$ cat config.mk
export PLATFORM = sky130hd
export DESIGN_NAME = multi_channel_freq_divider
export DESIGN_NICKNAME = d
export VERILOG_FILES = /design/src/rtl/multi_channel_freq_divider.sv
export SDC_FILE = /design/constraint.sdc
export NUM_CORES = 1
export LEC_CHECK = 0
export CAP_MARGIN = 25
export CORE_AREA = 2 2 155 157
export DETAILED_ROUTE_END_ITERATION = 10
export DIE_AREA = 0 0 157 159
export HOLD_SLACK_MARGIN = 0.02
export PLACE_DENSITY = 0.67
export SLEW_MARGIN = 0
export SYNTH_ARGS = -nofsm -noshare
export SYNTH_HDL_FRONTEND = slang
export SYNTH_SLANG_ARGS = --single-unit
$ cat constraint.sdc
create_clock -name clk -period 9.7 [get_ports clk]
set_input_delay 1.94 -clock clk [delete_from_list [all_inputs] [get_ports clk]]
set_output_delay 1.94 -clock clk [all_outputs]
set_load 0.005 [all_outputs]
$ cat src/rtl/multi_channel_freq_divider.sv
// ---------------------------------------------------------------------------
// multi_channel_freq_divider
//
// N-channel programmable frequency divider / PWM generator. Each channel
// counts 0..P-1 and drives div_out high while the counter is below ON.
// A one-cycle tick marks the last cycle of every period. New P/ON values are
// written into per-channel shadow registers and only become active at a
// period start, so a running waveform never shows a truncated period.
//
// Optional build macro: FREQ_DIV_SYNC_EN
//   When defined, adds input sync_in which restarts every enabled channel at
//   counter 0 on the next edge (phase alignment), with tick suppressed.
//
// Ports:
//   clk        clock
//   reset      synchronous, active-high reset
//   en         per-channel run enable
//   wr_en      single-cycle configuration write strobe
//   wr_ch      channel addressed by the write (out-of-range writes ignored)
//   wr_period  new period P (saturates to MAX_PERIOD)
//   wr_on      new on-time ON
//   sync_in    (FREQ_DIV_SYNC_EN only) phase-align all enabled channels
//   div_out    registered divided / PWM outputs
//   tick       registered one-cycle pulse on the last cycle of each period
// ---------------------------------------------------------------------------
module multi_channel_freq_divider #(
    parameter int NUM_CH         = 4,
    parameter int MAX_PERIOD     = 1024,
    parameter int CW             = $clog2(MAX_PERIOD + 1),
    parameter int CHW            = (NUM_CH > 1) ? $clog2(NUM_CH) : 1,
    parameter int DEFAULT_PERIOD = 6,
    parameter int DEFAULT_ON     = DEFAULT_PERIOD / 2
) (
    input  logic              clk,
    input  logic              reset,
    input  logic [NUM_CH-1:0] en,
    input  logic              wr_en,
    input  logic [CHW-1:0]    wr_ch,
    input  logic [CW-1:0]     wr_period,
    input  logic [CW-1:0]     wr_on,
`ifdef FREQ_DIV_SYNC_EN
    input  logic              sync_in,
`endif
    output logic [NUM_CH-1:0] div_out,
    output logic [NUM_CH-1:0] tick
);

    logic          sync_s;
    logic [CW-1:0] wr_period_sat_s;

`ifdef FREQ_DIV_SYNC_EN
    assign sync_s = sync_in;
`else
    assign sync_s = 1'b0;
`endif

    // Clamp an oversized period write to the largest supported period.
    always_comb begin
        if (wr_period > CW'(MAX_PERIOD)) begin
            wr_period_sat_s = CW'(MAX_PERIOD);
        end else begin
            wr_period_sat_s = wr_period;
        end
    end

    for (genvar ch = 0; ch < NUM_CH; ch++) begin : g_ch
        logic [CW-1:0] counter_r, shadow_p_r, shadow_on_r, act_p_r, act_on_r;
        logic          running_r, div_r, tick_r;
        logic [CW-1:0] counter_nxt_s, shadow_p_nxt_s, shadow_on_nxt_s;
        logic [CW-1:0] act_p_nxt_s, act_on_nxt_s, count_inc_s;
        logic          running_nxt_s, div_nxt_s, tick_nxt_s;
        logic          wr_hit_s, idle_s, restart_s;

        // Next-state logic: shadow update, period restart and counter stepping.
        always_comb begin
            // Equality with an existing channel index also rejects wr_ch >= NUM_CH.
            wr_hit_s        = wr_en && (wr_ch == CHW'(ch));
            shadow_p_nxt_s  = shadow_p_r;
            shadow_on_nxt_s = shadow_on_r;
            if (wr_hit_s) begin
                shadow_p_nxt_s  = wr_period_sat_s;
                shadow_on_nxt_s = wr_on;
            end else begin
                shadow_p_nxt_s  = shadow_p_r;
                shadow_on_nxt_s = shadow_on_r;
            end

            idle_s      = !en[ch] || (act_p_r < CW'(2));
            // A period starts on enable, on sync, or when the counter wraps.
            restart_s   = !running_r || sync_s || (counter_r == (act_p_r - CW'(1)));
            count_inc_s = counter_r + CW'(1);

            counter_nxt_s = counter_r;
            act_p_nxt_s   = act_p_r;
            act_on_nxt_s  = act_on_r;
            running_nxt_s = running_r;
            div_nxt_s     = 1'b0;
            tick_nxt_s    = 1'b0;

            if (idle_s) begin
                // Stopped or illegal period: outputs quiet, active tracks shadow.
                counter_nxt_s = '0;
                act_p_nxt_s   = shadow_p_nxt_s;
                act_on_nxt_s  = shadow_on_nxt_s;
                running_nxt_s = 1'b0;
            end else if (restart_s) begin
                // Shadow (or same-cycle write data) becomes active for this period.
                counter_nxt_s = '0;
                act_p_nxt_s   = shadow_p_nxt_s;
                act_on_nxt_s  = shadow_on_nxt_s;
                running_nxt_s = (shadow_p_nxt_s >= CW'(2));
                div_nxt_s     = (shadow_p_nxt_s >= CW'(2)) && (shadow_on_nxt_s != CW'(0));
            end else begin
                counter_nxt_s = count_inc_s;
                div_nxt_s     = (count_inc_s < act_on_r);
                tick_nxt_s    = (count_inc_s == (act_p_r - CW'(1)));
            end
        end

        // Channel state registers with synchronous reset to the defaults.
        always_ff @(posedge clk) begin
            if (reset) begin
                counter_r   <= '0;
                shadow_p_r  <= CW'(DEFAULT_PERIOD);
                shadow_on_r <= CW'(DEFAULT_ON);
                act_p_r     <= CW'(DEFAULT_PERIOD);
                act_on_r    <= CW'(DEFAULT_ON);
                running_r   <= 1'b0;
                div_r       <= 1'b0;
                tick_r      <= 1'b0;
            end else begin
                counter_r   <= counter_nxt_s;
                shadow_p_r  <= shadow_p_nxt_s;
                shadow_on_r <= shadow_on_nxt_s;
                act_p_r     <= act_p_nxt_s;
                act_on_r    <= act_on_nxt_s;
                running_r   <= running_nxt_s;
                div_r       <= div_nxt_s;
                tick_r      <= tick_nxt_s;
            end
        end

        assign div_out[ch] = div_r;
        assign tick[ch]    = tick_r;
    end

endmodule
After elaboration in Yosys (flattened, before gate mapping)
Cells that the tools add are included.
{"block": "word_totals", "reg_bits": 232, "in_bits": 31}
{"block": "classes", "eq_ne": 11, "order_cmp": 13, "mux": 29, "reduce_logical": 41, "addsub": 8}
{"cell": "$mux 11", "n": 25}
{"cell": "$eq 11x11->1", "n": 8}
{"cell": "$add 11x1->11 const B", "n": 4}
{"cell": "$ge 11x2->1 const B", "n": 4}
{"cell": "$lt 11x11->1", "n": 4}
{"cell": "$lt 11x2->1 const B", "n": 4}
{"cell": "$reduce_bool 11->1", "n": 4}
{"cell": "$sub 11x1->11 const B", "n": 4}
{"cell": "$reduce_or 3->1", "n": 4}
{"cell": "$gt 11x11->1 const B", "n": 1}
{"cell": "$logic_and 1x1->1", "n": 8}
{"cell": "$logic_not 1->1", "n": 8}
{"cell": "$logic_or 1x1->1", "n": 8}
{"cell": "$reduce_bool 2->1", "n": 4}
{"cell": "$reduce_or 2->1", "n": 4}
{"cell": "$eq 2x2->1 const B", "n": 2}
{"cell": "$mux 1", "n": 4}
{"cell": "$eq 2x1->1 const B", "n": 1}
{"cell": "$logic_not 2->1", "n": 1}

Logic depth before layout (Yosys ltp)
{"block": "logic_depth", "word_depth": 6, "depth_mapped": 12}

Worst setup path after synthesis
OpenSTA, ideal clock, no wires.
{"block": "synth_path", "path_kind": "input port to flip-flop", "startpoint": "in wr_ch[1]", "endpoint": "reg g_ch[0].div_r", "setup_ns": 0.121, "path_buffers": 2, "required_ns": 9.579, "path_slack_ns": 6.348, "arrival_ns": 3.231, "cell_stages": 6, "cell_sequence": "or3b_2 -> clkbuf_1 -> buf_1 -> o22ai_1 -> nor2_1 -> mux2_2"}
{"block": "synth_via", "elab_chain_cells": 6}
{"element": "from (decl)", "line_no": "38", "source": "input logic [CHW-1:0] wr_ch,"}
{"element": "$logic_not 2->1 *", "line_no": "77", "source": "wr_hit_s = wr_en && (wr_ch == CHW'(ch));"}
{"element": "$logic_and 1x1->1 *", "line_no": "77"}
{"element": "$mux 11", "line_no": "80", "source": "if (wr_hit_s) begin"}
{"element": "$ge 11x2->1 or $reduce_bool 11->1 (tied branches)", "line_no": "112", "source": "div_nxt_s = (shadow_p_nxt_s >= CW'(2)) && (shadow_on_nxt_s != CW'(0));"}
{"element": "$logic_and 1x1->1 *", "line_no": "112"}
{"element": "$mux 1 *", "line_no": "106", "source": "end else if (restart_s) begin"}
{"element": "to (signal assigned)", "line_no": "138", "source": "div_r <= div_nxt_s;"}
{"element": "to (decl)", "line_no": "68", "source": "logic running_r, div_r, tick_r;"}
Mark *: on every way between the ends. The rest lies on a longest branch, timed or not.
A chain may end at the register's enable or synchronous reset.

Worst setup path after layout
{"block": "layout_path", "startpoint": "in wr_ch[0]", "endpoint": "reg g_ch[3].div_r"}
{"block": "layout_via", "elab_chain_cells": 6}
{"element": "$eq 2x2->1 *", "line_no": "77"}
{"element": "$logic_and 1x1->1 *", "line_no": "77"}
{"element": "$mux 11", "line_no": "80"}
{"element": "$ge 11x2->1 or $reduce_bool 11->1 (tied branches)", "line_no": "112"}
{"element": "$logic_and 1x1->1 *", "line_no": "112"}
{"element": "$mux 1 *", "line_no": "106"}
{"element": "to (signal assigned)", "line_no": "138"}
{"element": "to (decl)", "line_no": "68"}
Marks and branches as above.

==> metrics.md <==
| Metric | Value |
|---|---|
| Status | completed |
| DIE AREA | 25000 um2 |
| RSZ-0062 raised after global routing | no |
| Core ar. | 23200 um2 |
| Required time of the critical path | 10.10 ns |
| Finish-stage setup viols | 0 |
| First-pass GRT wire length | 46500 um |
| CTS Buf Count | 26 |
| Mux cell area share after synthesis | 0.272% |
| Row count | 56 |
| Post-Syn Nets | 1399 |
| Max Fclk | 279 MHz |
| Pwr/cell area | 178 nW/um2 |
| Total number of vias | 9097 |
| Critical path class | input port to register |
| Worst Skew | 0.0108 ns |
| Setup bufs post-CTS | 0 |
| Post-Synth Simple-Gate Area | 20.2% |
| Synthesized cell area | 11500 um2 |
| Clk Latency, worst-skew pair | 0.53 ns |
| Syn. warnings | 0 |
| First-pass DRT Iterations | 7 |
| Max clock buf depth | 3 |
| Die Wd | 157 um |
| Cts hold-fix bufs | 0 |
| Design Area, Final | 12900 um2 |
| CP Cell Sequence | clkdlybuf4s50_1 -> nand3_1 -> o22ai_1 -> nor4_1 -> o2bb2ai_1 |
| Critical path's largest stage delay | 0.76 ns |
| Largest family of logic cells by synthesized area | simple AND/OR/NAND/NOR gates |
| GRT Resource Usage Total | 22.8% |
| Post-DP HPWL | 20200 um |
| Cell taking the most area after synthesis | dfxtp_1 |
| Antenna viol nets, final | 0 |
| Register area share after synthesis | 40.4% |
| Area after DPL | 12000 um2 |
| Number of global-route vias before repair | 8868 |
| Area grow syn2layout | 12.5% |
| DRC | 0 |
| Starting Density | 49.6% |
| Least-Margin Pin Slew | 1.03 ns |
| Most used DFF post-synth | dfxtp_1 |
| Largest net degree at the start of global routing | 72 |
| Final wirelength | 28200 um |
| Fin nets | 1397 |
| Vias per cell | 5.49 |
| Element type at the critical path end | register |
| Critical Path AT | 3.99 ns |
| CTS tree | yes |
| Fin crit share | 37.0% |
| Yosys top cell area share | 40.4% |
| GRT overflow | 0 |
| Tmin final | 3.59 ns |
| R2r worst-path depth | 7 |
| VDD IR max | 0.103 mV |
| Compound-Gate Fraction of Synth Area | 15.7% |
| Synth top area cells | dfxtp_1 (40%), nand2_1 (6.6%), xnor2_1 (6.2%) |
| Clock sink total | 232 |
| Initial antenna violation count | 0 |
| Final Slew Violations | 0 |
| Cell Count, Final, Fillers Out | 1657 |
| Synth cell types | 68 |
| PortBufs | 38 |
| Avg WL per Cell | 17.0 um |
| CTS root buf | clkbuf_16 |
| I/O pin count | 39 |
| RD Place Congestion | 0.890 |
| Syn Area/Cell | 8.71 um2 |
| Placed cell count | 1608 |
| Leakage power | 0.00523 uW |
| Largest delay share family, worst path | simple AND/OR/NAND/NOR gates |
| Worst slew margin | 30.9% |
| Mapped Cells | 1320 |
| Flops & latches, synth | 232 |
| Max Cap Viol | 0 |
| Critical path's slowest cell | nand3_1 |
| Post-Synth Adder-Cell Area | 5.22% |
| Final Hold Viols | 0 |
| Number of cells on the critical path | 5 |
| Max FO, Critical Path | 25 |
| Worst-path clk slew | 0.06 ns |
| Die H | 159 um |
| H-tree level count | 1 |
| Number of antenna diodes | 0 |
| Layout cells sized above 1 | 6.13% |
| Worst Setup Start Kind | input port |
| HP Class | register to register |
| Initial DRC count | 511 |
| Hold path depth | 2 |
| Cts repair resizes | 0 |
| Most common cell after layout, fill and taps aside | dfxtp_1 |
| Post-synth EDFFs | 0 |
| Setup TNS | 0 ns |
| Post-synth ARST share | 0% |
| Fin util | 55.8% |
| Most frequent cells in the layout | dfxtp_1 (232), nand2_1 (203), inv_1 (84), a21oi_1 (84), xnor2_1 (81) |
| Worst Path Buf+Inv | 1 |
| Synth Area in XOR/XNOR | 12.3% |
[through the flow]
stage,hold WS [ns],total power [uW],worst slack (ns)
6_report,0.452,2310,6.11
2_1_floorplan,0.423,1200,6.35
3_3_place_gp,0.437,1260,5.59
4_1_cts,0.454,2320,6.13
5_1_grt,0.480,2390,5.97
3_5_place_dp,0.443,1270,5.56
[Yosys cell counts, types with 3 or more instances]
master / instances
a211o_1: 11
a211oi_1: 5
a21o_1: 7
a21oi_1: 84
a22o_1: 8
a2bb2oi_1: 21
a31oi_1: 3
and2_1: 15
and3_1: 14
and4_1: 4
buf_1: 3
buf_2: 6
buf_4: 8
clkbuf_1: 57
dfxtp_1: 232
ha_1: 48
inv_1: 84
nand2_1: 203
nand2b_1: 5
nand3_1: 30
nand3b_1: 12
nand4_1: 11
nor2_1: 72
nor2b_1: 9
nor3_1: 23
nor3b_1: 10
nor4_1: 35
o2111ai_1: 6
o211ai_1: 7
o21a_1: 6
o21ai_0: 12
o22a_1: 51
o22ai_1: 4
o2bb2ai_1: 9
o31ai_1: 3
o41ai_1: 3
or2_2: 9
or3b_2: 3
or4_1: 7
or4_4: 3
xnor2_1: 81
xnor3_1: 9
xor2_1: 55
[report_power, final]
part | switching, uW | internal [uW] | leakage (uW)
clock | 411 | 647 | 0.000452
combinational | 121 | 102 | 0.00289
sequential | 33.5 | 991 | 0.00189
[state kept, by name, summed over array words and instances, names as in the netlist]
| name | cells |
|---|---|
| g_ch.counter_r | 44 |
| g_ch.div_r | 4 |
| g_ch.shadow_on_r | 44 |
| g_ch.running_r | 4 |
| g_ch.act_p_r | 44 |
| g_ch.act_on_r | 44 |
| g_ch.tick_r | 4 |
| g_ch.shadow_p_r | 44 |
[worst paths after layout]
| path | startpoint | slack, ns | to |
|---|---|---|---|
| setup / recovery | wr_ch[0] | 6.11 | g_ch[3].div_r |
| hold / removal | g_ch[3].act_on_r[0] | 0.45 | g_ch[3].act_on_r[0] |
| setup reg to reg | g_ch[3].act_p_r[2] | 6.18 | g_ch[3].act_p_r[9] |
| hold reg to reg | g_ch[3].act_on_r[0] | 0.45 | g_ch[3].act_on_r[0] |
[layer usage]
layer  part of all wire (%)  GRT usage (%)  vias up
met5                      0              0        -
met4                    2.7           6.84        0
met3                    4.0           2.97       55
met2                     46           36.9      194
met1                     47           31.6     4268
li1                       -              -     4580
[tightest hold or removal path, stage by stage, from the launching register on]
cell and delay, ns:
dfxtp_1 0.31, inv_1 0.05, o2bb2ai_1 0.05
[cell families (layout without fill, tap and decap cells)]
family | Yosys count | count (layout)
compound gates | 253 | 253
buf+inv | 161 | 179
simple gates | 477 | 477
xor+xnor | 146 | 146
mux | 3 | 3
fa+ha+maj | 48 | 48
flops | 232 | 232
[final cells by class]
cell class                      instances  area (um2)
Fill cell                            2127       10300
Multi-Input combinational cell        927        6190
Sequential cell                       232        4640
Clock buffer                           32         734
Timing Repair Buffer                   47         443
Tap cell                              319         399
Inverter                               84         315
Clock inverter                         16         201
Power figures use the tool's default switching activity.
